`src/rtl/seg7_scan_decoder_if.sv`:
```
// Display-bus bundle for the 7-segment scan decoder: multiplexed segment/anode lines
// driven by the display path, plus the decoder's readback results.
interface seg7_scan_decoder_if #(
    parameter int unsigned NDIG = 4
);
    localparam int unsigned IW = (NDIG > 1) ? $clog2(NDIG) : 1;

    logic [6:0]        seg_n;
    logic [NDIG-1:0]   an_n;
    logic              valid_o;
    logic [IW-1:0]     idx_o;
    logic [3:0]        val_o;
    logic              err_o;
    logic [4*NDIG-1:0] digits_o;
    logic [7:0]        err_cnt;

    modport master (
        output seg_n, an_n,
        input  valid_o, idx_o, val_o, err_o, digits_o, err_cnt
    );

    modport slave (
        input  seg_n, an_n,
        output valid_o, idx_o, val_o, err_o, digits_o, err_cnt
    );
endinterface

```
`src/rtl/seg7_scan_decoder.sv`:
```
// Samples a multiplexed active-low 7-segment bus and recovers each digit once it is stable.
// Define SEG7_HEX_DECODE_EN to extend the decode table from 0..6 to 0..F.
module seg7_scan_decoder #(
    parameter int unsigned NDIG       = 4,
    parameter int unsigned STABLE_CYC = 4
) (
    input logic                clk,
    input logic                rst,
    seg7_scan_decoder_if.slave bus
);
    localparam int unsigned IW = (NDIG > 1) ? $clog2(NDIG) : 1;
    localparam int unsigned CW = $clog2(STABLE_CYC + 1);

    typedef enum logic [1:0] {StIdle, StTrack, StCommit, StHold} state_e;

    // Returns {err, val}; unknown patterns decode to error with value 0.
    function automatic logic [4:0] decode(input logic [6:0] seg);
        case (seg)
            7'b1000000: decode = 5'h00;
            7'b1111001: decode = 5'h01;
            7'b0100100: decode = 5'h02;
            7'b0110000: decode = 5'h03;
            7'b0011001: decode = 5'h04;
            7'b0010010: decode = 5'h05;
            7'b0000010: decode = 5'h06;
`ifdef SEG7_HEX_DECODE_EN
            7'b1111000: decode = 5'h07;
            7'b0000000: decode = 5'h08;
            7'b0010000: decode = 5'h09;
            7'b0001000: decode = 5'h0A;
            7'b0000011: decode = 5'h0B;
            7'b1000110: decode = 5'h0C;
            7'b0100001: decode = 5'h0D;
            7'b0000110: decode = 5'h0E;
            7'b0001110: decode = 5'h0F;
`endif
            default:    decode = 5'h10;
        endcase
    endfunction

    function automatic logic [IW-1:0] an_index(input logic [NDIG-1:0] an);
        an_index = '0;
        for (int i = 0; i < NDIG; i++) begin
            if (!an[i]) an_index = IW'(i);
        end
    endfunction

    state_e            state_q, state_d;
    logic [6:0]        s_seg, ref_seg_q, ref_seg_d;
    logic [NDIG-1:0]   s_an, ref_an_q, ref_an_d;
    logic [CW-1:0]     cnt_q, cnt_d;
    logic [IW-1:0]     idx_q;
    logic [3:0]        val_q;
    logic              err_q;
    logic [4*NDIG-1:0] digits_q;
    logic [7:0]        err_cnt_q;

    logic [NDIG-1:0]   an_act;
    logic              qual, match, commit;
    logic [4:0]        dec;
    logic [IW-1:0]     cidx;

    always_comb begin
        an_act = ~s_an;
        qual   = (an_act != '0) && ((an_act & (an_act - 1'b1)) == '0) && (s_seg != 7'h7F);
        match  = (s_seg == ref_seg_q) && (s_an == ref_an_q);
        dec    = decode(ref_seg_q);
        cidx   = an_index(ref_an_q);
    end

    always_comb begin
        state_d   = state_q;
        ref_seg_d = ref_seg_q;
        ref_an_d  = ref_an_q;
        cnt_d     = cnt_q;
        commit    = 1'b0;
        unique case (state_q)
            StIdle: begin
                if (qual) begin
                    state_d   = StTrack;
                    ref_seg_d = s_seg;
                    ref_an_d  = s_an;
                    cnt_d     = CW'(1);
                end
            end
            StTrack: begin
                if (!qual) begin
                    state_d = StIdle;
                end else if (match) begin
                    if (cnt_q == CW'(STABLE_CYC - 1)) begin
                        state_d = StCommit;
                        commit  = 1'b1;
                    end else begin
                        cnt_d = cnt_q + CW'(1);
                    end
                end else begin
                    ref_seg_d = s_seg;
                    ref_an_d  = s_an;
                    cnt_d     = CW'(1);
                end
            end
            StCommit: state_d = StHold;
            StHold: begin
                // Same frame stays parked here so it is never committed twice.
                if (!match) state_d = StIdle;
            end
            default: state_d = StIdle;
        endcase
    end

    always_ff @(posedge clk or posedge rst) begin
        if (rst) begin
            state_q   <= StIdle;
            s_seg     <= 7'h7F;
            s_an      <= '1;
            ref_seg_q <= 7'h7F;
            ref_an_q  <= '1;
            cnt_q     <= '0;
            idx_q     <= '0;
            val_q     <= '0;
            err_q     <= 1'b0;
            digits_q  <= '0;
            err_cnt_q <= '0;
        end else begin
            state_q   <= state_d;
            s_seg     <= bus.seg_n;
            s_an      <= bus.an_n;
            ref_seg_q <= ref_seg_d;
            ref_an_q  <= ref_an_d;
            cnt_q     <= cnt_d;
            if (commit) begin
                idx_q <= cidx;
                val_q <= dec[3:0];
                err_q <= dec[4];
                if (dec[4]) begin
                    if (err_cnt_q != 8'hFF) err_cnt_q <= err_cnt_q + 8'd1;
                end else begin
                    for (int i = 0; i < NDIG; i++) begin
                        if (cidx == IW'(i)) digits_q[4*i +: 4] <= dec[3:0];
                    end
                end
            end
        end
    end

    assign bus.valid_o  = (state_q == StCommit);
    assign bus.idx_o    = idx_q;
    assign bus.val_o    = val_q;
    assign bus.err_o    = err_q;
    assign bus.digits_o = digits_q;
    assign bus.err_cnt  = err_cnt_q;
endmodule

```
`src/flat_wrapper.sv`:
```
// flat-port wrapper written by rule: the top's interface ports become plain ports
module seg7_scan_decoder_flat 
#(
    parameter int unsigned NDIG       = 4,
    parameter int unsigned STABLE_CYC = 4
)
  (clk, rst, bus_seg_n, bus_an_n, bus_valid_o, bus_idx_o, bus_val_o, bus_err_o, bus_digits_o, bus_err_cnt);
  seg7_scan_decoder_if #(.NDIG(NDIG)) bus_i ();
  input logic clk;
  input logic rst;
  input wire logic [$bits(bus_i.seg_n)-1:0] bus_seg_n;
  input wire logic [$bits(bus_i.an_n)-1:0] bus_an_n;
  output wire logic [$bits(bus_i.valid_o)-1:0] bus_valid_o;
  output wire logic [$bits(bus_i.idx_o)-1:0] bus_idx_o;
  output wire logic [$bits(bus_i.val_o)-1:0] bus_val_o;
  output wire logic [$bits(bus_i.err_o)-1:0] bus_err_o;
  output wire logic [$bits(bus_i.digits_o)-1:0] bus_digits_o;
  output wire logic [$bits(bus_i.err_cnt)-1:0] bus_err_cnt;
  assign bus_i.seg_n = bus_seg_n;
  assign bus_i.an_n = bus_an_n;
  assign bus_valid_o = bus_i.valid_o;
  assign bus_idx_o = bus_i.idx_o;
  assign bus_val_o = bus_i.val_o;
  assign bus_err_o = bus_i.err_o;
  assign bus_digits_o = bus_i.digits_o;
  assign bus_err_cnt = bus_i.err_cnt;
  seg7_scan_decoder #(.NDIG(NDIG), .STABLE_CYC(STABLE_CYC)) u_core (.clk(clk), .rst(rst), .bus(bus_i));
endmodule
```
`config.mk`:
```
export PLATFORM = sky130hd
export DESIGN_NAME = seg7_scan_decoder_flat
export DESIGN_NICKNAME = d
export VERILOG_FILES = /design/src/rtl/seg7_scan_decoder_if.sv /design/src/rtl/seg7_scan_decoder.sv /design/src/flat_wrapper.sv
export SDC_FILE = /design/constraint.sdc
export NUM_CORES = 1
export LEC_CHECK = 0
export BUFFER_PORTS_ARGS = -buffer_cell sky130_fd_sc_hd__buf_2
export CORE_AREA = 2 2 72 74
export CTS_CLUSTER_DIAMETER = 60
export CTS_CLUSTER_SIZE = 16
export DETAILED_ROUTE_END_ITERATION = 6
export DIE_AREA = 0 0 74 76
export PLACE_DENSITY = 0.78
export SLEW_MARGIN = 20
export SYNTH_ARGS = -nofsm -noshare
export SYNTH_HDL_FRONTEND = slang
export SYNTH_SLANG_ARGS = --single-unit
```
`constraint.sdc`:
```
create_clock -name clk -period 3.3 [get_ports clk]
set_clock_uncertainty 0.05 [all_clocks]
set_input_delay 0.165 -clock clk [delete_from_list [all_inputs] [get_ports clk]]
set_output_delay 0.165 -clock clk [all_outputs]
set_load 0.01 [all_outputs]
```
# == After elaboration in Yosys (flattened, before gate mapping) ==
# Index checks and enable logic that the tools add are counted.
# totals
regBits,58
latchBits,0
ram_bits,0
mem_bits_ro,0
inputBits,13
output_inout_bits,32
elab_cells,88
mem_count,0
# classes
n_addsub,3
multipliers,0
n_div,0
n_lt_le_gt_ge,0
n_eq_ne,25
shifts,0
muxes,27
n_bitwise,3
reduce_logical,16
# ops
op,n
5-bit case mux with 7 select lines,1
7-bit 2-to-1 mux,3
3-bit AND reduction,5
7-bit by 5-bit equality test with 1-bit output (second input constant),2
7-bit by 6-bit equality test with 1-bit output (second input constant),2
7-bit equality test (second input constant),2
2-bit 2-to-1 mux,7
7-bit case mux with 2 select lines,1
3-bit 2-to-1 mux,4
4-bit 2-to-1 mux,3
4-bit AND reduction,3
3-bit inequality test (second input constant),3
8-bit by 1-bit adder with 8-bit output (second input constant),1
2-bit equality test (second input constant),4
8-bit inequality test (second input constant),1
2-bit case mux with 4 select lines,1
4-bit case mux with 2 select lines,1
7-bit by 2-bit equality test with 1-bit output (second input constant),1
7-bit equality test,1
7-bit inequality test (second input constant),1
3-bit case mux with 2 select lines,1
1-bit 2-to-1 mux,5
4-bit bitwise AND,1
2-bit by 1-bit equality test with 1-bit output (second input constant),2
13 further kinds,18

# == Longest topological paths before layout ==
# Gate-level depths: netlist (run 1).
# logic_depth
ltp_word,9
depth_mapped,8

# == Worst setup path before layout (run 1) ==
# OpenSTA, ideal clock, no wires.
# synth_path
path_kind,register to register
startpoint,register u_core.ref_seg_q[1]
endpoint,register u_core.digits_q[5] (netlist: u_core.bus.digits_o[5])
setup_ns,0.128
arrival_time_ns,2.251
t_required_ns,3.122
path_slack_ns,0.871
stages_incl_launch_ff,7
period_less_slack_ns,2.429
cell_sequence,dfstp_2 > buf_6 > or3b_4 > a2111oi_4 > a221oi_4 > nor4b_4 > mux2_1
# synth_between
elab_chain_len,6
word_cells_on_any_way,15
classes_between,8 x eq/ne; 4 x mux; 1 x bitwise; 2 x reduce/logical
# synth_rtl
item,line_no,rtl
"start, declared",seg7_scan_decoder.sv:49,"logic [6:0] s_seg, ref_seg_q, ref_seg_d;"
"start signal, assigned",seg7_scan_decoder.sv:128,ref_seg_q <= ref_seg_d;
7-bit equality test,seg7_scan_decoder.sv:66,match = (s_seg == ref_seg_q) && (s_an == ref_an_q);
1-bit logical AND,seg7_scan_decoder.sv:66,
1-bit 2-to-1 mux,seg7_scan_decoder.sv:89,end else if (match) begin
1-bit 2-to-1 mux,seg7_scan_decoder.sv:87,if (!qual) begin
1-bit 2-to-1 mux,seg7_scan_decoder.sv:77,unique case (state_q)
3-bit AND reduction (no line),--,
"end signal, assigned by index",seg7_scan_decoder.sv:139,if (cidx == IW'(i)) digits_q[4*i +: 4] <= dec[3:0];
"end, declared",seg7_scan_decoder.sv:55,logic [4*NDIG-1:0] digits_q;
# Parallel ways exist; a longest one is shown, timed or not.
# A chain may end at the register's enable or synchronous reset.

# == Worst setup path after layout (run 1) ==
# layout_path
startpoint,register u_core.ref_seg_q[1]
endpoint,register u_core.digits_q[6] (netlist: u_core.bus.digits_o[6])
# The elaborated chain is that of the path after synthesis.

==> out/results.txt, run 1 <==
Status: finished with violations
Violated checks: negative hold slack
Final cycle utilization of the critical path: 0.792
Clk root buf: clkbuf_8
Distinct cells, synth: 50
Standby leakage power: 1.50 nW
Ys async rst share: 1.00
Mapped cell area: 2660 sq um
Pins Over Slew Limit: 0
F_max: 383 MHz
Nets@finish: 268
Ys flop type: dfrtp_1
Crit-path slowest cell: dfstp_2
Port buffer count: 39
Hold buffers post-CTS: 11
Via density: 5.37
Max clock buf depth: 2
M1 WL: 2.09 mm
Routability cong.: 0.804
Row cnt: 26
DR top layer: met4
I/O pins: 45
First-pass GRT wire length: 8.02 mm
Switching Fraction: 0.273
DRT iter0 DRCs: 107
Post-layout util: 0.633
Vias post-DR: 1734
Clk pwr share: 0.314
Setup repair bufs after CTS: 0
Wire length on met2: 2.31 mm
Chip Width: 74 um
Skew-Pair Late Insertion Delay: 0.31 ns
EDFF count, synth: 0
Hold Slack: -0.0533 ns
#FFs+latches synth: 53
Int Power: 1.07 mW
Post-Syn Instances: 204
Core Area: 4910 sq um
Initial antenna violation count: 0
Min Tclk post-route: 2.61 ns
Placed wire-length estimate: 3.23 mm
Flop pwr share: 0.545
RSZ-0062 raised after global routing: no
Final std cells w/o fill: 323
Die Area: 5620 sq um
Crit start category: register
Proportion of layout cells with a drive suffix above 1: 0.348
CP Cell Sequence: or3b_4, a2111oi_4, a221oi_4, nor4b_4, mux2_1
Wire per inst: 14.4 um
CTS Buf Count: 5
R2R cell count: 5
Max cap viols: 0
Inst Count DP: 304
H-tree Lvls: 2
All-Layer GR Usage: 0.181
# diodes: 0
NetSw: 0.401 mW
Initial Util: 0.542
DRC violations left: 0
Seq/Total Area, Yosys: 0.508
Worst VDD drop: 284 uV
Crit Path Category: reg2reg
Worst EP required: 3.44 ns
Clock transition at the registers of the reported paths: 0.10 ns
Synth Warn #: 0
Pre-CTS setup slack: 0.684 ns
Worst Hold Class: in2async
CP Capture Type: register
Final setup violation count: 0
CTS tree: built
Power per cell area: 472 nW/um^2
# clock sinks: 53
Die Y-Extent: 76 um
Mapped Avg Cell Area: 13.1 sq um
Vias in the first global route: 1706
Area grow syn2layout: 16.7%
Routed WL: 4.65 mm
Worst-Margin Slew: 0.854 ns
CP arrival: 2.75 ns
# resized after CTS: 0
CP max FO: 9
Met3 WL post-DR: 186 um
Setup TNS: 0 ns
Relative slew margins: 0.430
Initial DRT Pass Iterations: 4
Comb power frac: 0.142
Total congestion overflow: 0
CP max stage delay: 0.61 ns
Largest net degree at the start of global routing: 54
Hold Fails Final Rpt: 31
Final WS setup: 0.687 ns
Post-DRT Antenna Nets: 0
[path summary, 6_finish.rpt]
kind	start	endpoint	slack (ns)
min in group clk	u_core.bus.digits_o[13]$_DFFE_PP0P_	u_core.bus.digits_o[13]$_DFFE_PP0P_	0.44
max in group asynchronous	rst	u_core.bus.digits_o[2]$_DFFE_PP0P_	2.75
worst min register to register	u_core.bus.digits_o[13]$_DFFE_PP0P_	u_core.bus.digits_o[13]$_DFFE_PP0P_	0.44
worst min-delay path	rst	u_core.cnt_q[2]$_DFFE_PP0P_	-0.05
worst max-delay path	u_core.ref_seg_q[1]$_DFFE_PP1P_	u_core.bus.digits_o[6]$_DFFE_PP0P_	0.69
worst max register to register	u_core.ref_seg_q[1]$_DFFE_PP1P_	u_core.bus.digits_o[6]$_DFFE_PP0P_	0.69
[sequential cells by signal, summed over array words and instances (netlist names), named ones only]
register / cells
u_core.bus.idx_o: 2
u_core.bus.digits_o: 12
u_core.s_an: 4
u_core.bus.val_o: 3
u_core.ref_an_q: 4
u_core.bus.err_o: 1
u_core.state_q: 1
u_core.s_seg: 7
u_core.bus.err_cnt: 8
u_core.ref_seg_q: 7
u_core.cnt_q: 3
[critical path, delay by kind of cell, from the launching register on]
family           cells  cell delay, ns
multiplexers         1            0.37
AO/OA/AOI/OAI        2            0.73
flip-flops           1            0.61
AND/OR/NAND/NOR      2            0.74
[power groups by stage]
stage,combinational (mW),clock (mW),sequential (mW)
floorplan,0.215,0,0.762
global placement,0.195,0,0.808
detailed placement,0.199,0,0.811
CTS,0.210,0.470,0.800
global route,0.230,0.497,0.809
finish,0.208,0.461,0.799
[cells in the mapped netlist (4+ instances only)]
cell	n	area (sq um)
buf_2	4	20.0
buf_4	5	37.5
dfrtp_1	31	776
dfstp_2	22	578
inv_1	5	18.8
mux2_1	26	293
nand2_1	10	37.5
nand3_1	4	20.0
nand4_1	5	31.3
nor2_1	4	15.0
nor3_1	4	20.0
nor4_1	7	43.8
xor2_1	19	166
[metrics by stage]
| stage | total power, mW | instance area, sq um |
|---|---|---|
| after floorplan | 0.977 | 2680 |
| after global placement | 1.00 | 2880 |
| after detailed placement | 1.01 | 2880 |
| after CTS | 1.48 | 3110 |
| after global routing | 1.54 | 3110 |
| final | 1.47 | 3110 |
[per-layer routing]
layer,track usage,vias up
li1,-,827
met1,0.256,860
met2,0.284,41
met3,0.0357,6
met4,0.0491,0
met5,0,-
[cell usage in the layout, fill, tap and decap left out, drive strengths merged, types with 2 or more instances in the layout]
cell type	n
dfrtp	31
a221o	2
inv	5
nand4b	3
and2	2
ha	3
a2111oi	2
dfstp	22
xor2	19
o21bai	2
buf	40
nor4	12
nand2	10
and4	2
mux2i	2
xnor2	2
mux2	29
dlygate4sd3	11
nor2b	3
nor2	4
a21oi	2
nand3b	2
a22o	2
conb	5
nand3	5
o21ai	2
nor4b	3
nand4	6
nor3	4
clkbuf	6
[area by class of cell]
type / instances / area [sq um]
clock buffer: 6 / 82.6
tap: 70 / 87.6
multi-input combinational: 136 / 1210
sequential: 53 / 1350
inverter: 5 / 20.0
timing repair buffer: 51 / 313
fill: 402 / 1800
clock inverter: 2 / 36.3
[logic make-up (layout without fill, tap and decap cells)]
family	count (synthesis)	count (layout)	share of synthesized area
buffers and inverters	19	64	0.0413
other	1	5	0.00141
flip-flops	53	53	0.508
adder cells (fa/ha/maj)	3	3	0.0141
AO/OA/AOI/OAI	17	17	0.0644
multiplexers	31	31	0.130
XOR/XNOR	21	21	0.0690
AND/OR/NAND/NOR	59	59	0.171
No activity file was read; power rests on OpenSTA's default activity.
==> run 2, diff against run 1 <==
--- a/config.mk
+++ b/config.mk
@@ -6,12 +6,12 @@
 export NUM_CORES = 1
 export LEC_CHECK = 0
 export BUFFER_PORTS_ARGS = -buffer_cell sky130_fd_sc_hd__buf_2
-export CORE_AREA = 2 2 72 74
+export CORE_AREA = 2 2 76 78
 export CTS_CLUSTER_DIAMETER = 60
 export CTS_CLUSTER_SIZE = 16
 export DETAILED_ROUTE_END_ITERATION = 6
-export DIE_AREA = 0 0 74 76
-export PLACE_DENSITY = 0.78
+export DIE_AREA = 0 0 78 80
+export PLACE_DENSITY = 0.74
 export SLEW_MARGIN = 20
 export SYNTH_ARGS = -nofsm -noshare
 export SYNTH_HDL_FRONTEND = slang
==> constraint.sdc (replaced) <==
create_clock -name clk -period 2.4 [get_ports clk]
set_clock_uncertainty 0.05 [all_clocks]
set_input_delay 0.12 -clock clk [delete_from_list [all_inputs] [get_ports clk]]
set_output_delay 0.12 -clock clk [all_outputs]
set_load 0.01 [all_outputs]
==> run 2 against run 1 <==
Compared with the run above:
- the run now ends clean
- non-clock buffer count up 19
- first-iteration DRC count down 49%
- critical path depth unchanged
- final area up 5.5%
- maximum frequency up 13%
- die area up 11%
- via count up 4.6%
- combinational power up 66%
- global-route usage down 1.2 points
- utilization down 2.6 points
- largest power group unchanged
==> out/results.txt, run 2 (synthesized netlist as in run 1, its figures left out) <==
First-pass GRT wire length: 8.36 mm
Final setup violation count: 0
Post-DRT Antenna Nets: 0
R2R Path Start: u_core.ref_seg_q[1]$_DFFE_PP1P_
Nets@finish: 287
Skew-Pair Late Insertion Delay: 0.31 ns
CP Capture Type: register
Final cycle utilization of the critical path: 0.964
Crit-path slowest cell: dfstp_2
Post-layout util: 0.606
Die Area: 6240 sq um
NetSw: 0.578 mW
Standby leakage power: 1.60 nW
CP max stage delay: 0.56 ns
Largest register FFs: 12
Flop pwr share: 0.540
Port buffer count: 39
Crit start category: register
CP Cell Sequence: or3b_4, a2111oi_4, a221oi_4, nor4b_4, mux2_1
CTS tree: built
Status: finished clean
Worst EP required: 2.56 ns
Initial DRT Pass Iterations: 4
Clock transition at the registers of the reported paths: 0.11 ns
Proportion of layout cells with a drive suffix above 1: 0.397
I/O pins: 45
Placed wire-length estimate: 3.51 mm
Commonest non-fill, non-tap cell in the layout: buf_2
Switching Fraction: 0.286
Hold Fails Final Rpt: 0
Power per cell area: 615 nW/um^2
Initial Util: 0.493
Final WS setup: 0.0855 ns
Chip Width: 78 um
Row cnt: 27
CP Buf/Inv Count: 0
Comb power frac: 0.171
Crit Path Category: reg2reg
# clock sinks: 53
Worst VDD drop: 366 uV
CP arrival: 2.47 ns
Leading cell types in the layout, fill and taps excluded: buf_2 (39), dfrtp_1 (31), mux2_1 (25)
Worst Hold Class: in2async
Max clock buf depth: 2
Pre-CTS setup slack: -0.00894 ns
# diodes: 0
Via density: 5.27
CTS Buf Count: 5
Clk root buf: clkbuf_8
Min Tclk post-route: 2.31 ns
Setup TNS: 0 ns
Crit path launch: u_core.ref_seg_q[1]$_DFFE_PP1P_
Routability cong.: 0.865
Top delay family on crit path: simple AND/OR/NAND/NOR gates
Pins Over Slew Limit: 0
Worst-Margin Slew: 0.580 ns
R2R Setup Slk: 0.09 ns
Core Area: 5410 sq um
Area grow syn2layout: 23.1%
Relative slew margins: 0.613
Die Y-Extent: 80 um
All-Layer GR Usage: 0.169
Largest net degree at the start of global routing: 29
Clk pwr share: 0.289
Total congestion overflow: 0
Vias in the first global route: 1748
Initial antenna violation count: 0
Int Power: 1.44 mW
Wire per inst: 14.2 um
Vias post-DR: 1814
CP max FO: 4
DRT iter0 DRCs: 55
Routed WL: 4.90 mm
Max cap viols: 0
H-tree Lvls: 2
DRC violations left: 0
F_max: 432 MHz
## run 2: path summary, 6_finish.rpt
kind,to,cells after the start
min in group clk,u_core.s_an[3]$_DFF_PP1_,2
max,u_core.bus.digits_o[4]$_DFFE_PP0P_,5
max in group asynchronous,u_core.s_seg[1]$_DFF_PP1_,4
min,u_core.bus.digits_o[2]$_DFFE_PP0P_,3
max reg2reg,u_core.bus.digits_o[4]$_DFFE_PP0P_,5
min reg2reg,u_core.cnt_q[0]$_DFFE_PP0P_,1
## run 2: layout make-up
| cell class | count | area [sq um] |
|---|---|---|
| Clock buffer | 6 | 93.8 |
| Tap cell | 72 | 90.1 |
| Fill cell | 447 | 2130 |
| Multi-Input combinational cell | 136 | 1230 |
| Sequential cell | 53 | 1350 |
| Timing Repair Buffer | 70 | 470 |
| Clock inverter | 2 | 17.5 |
| Inverter | 5 | 18.8 |
## run 2: repair_timing
item | in CTS | in global routing
resized for setup | 0 | 3
setup endpoints to repair | 2 | 24
setup buffers | 0 | 7
endpoints found under the hold margin | 27 | 0
hold buffers | 12 | 0
pin swaps | 1 | 1
## run 2: power groups by stage
stage	Sequential [mW]	Clock [mW]	Combinational, mW
3_3_place_gp	1.11	0	0.284
6_report	1.09	0.582	0.346
4_1_cts	1.10	0.598	0.307
3_5_place_dp	1.12	0	0.289
5_1_grt	1.10	0.635	0.382
2_1_floorplan	1.05	0	0.295
## run 2: through the flow
| step | instances | hold WS [ns] | cell area (sq um) | total power, mW |
|---|---|---|---|---|
| 2_1_floorplan | 208 | 0.0745 | 2680 | 1.34 |
| 3_3_place_gp | 317 | 0.150 | 2960 | 1.40 |
| 3_5_place_dp | 317 | 0.162 | 2960 | 1.41 |
| 4_1_cts | 337 | 0.362 | 3190 | 2.01 |
| 5_1_grt | 344 | 0.386 | 3280 | 2.12 |
| 6_report | 344 | 0.343 | 3280 | 2.02 |
## run 2: worst min-delay path: stages
cell	delay [ns]
dlygate4sd3_1	0.53
buf_2	0.12
inv_2	0.42
## run 2: metal layers
layer | GRT usage | share of wire | vias to the layer above
met1 | 0.216 | 0.45 | 903
met2 | 0.293 | 0.51 | 39
met3 | 0.0407 | 0.037 | 4
met5 | 0 | 0 | -
li1 | - | - | 868
met4 | 0.0351 | 0.0084 | 0
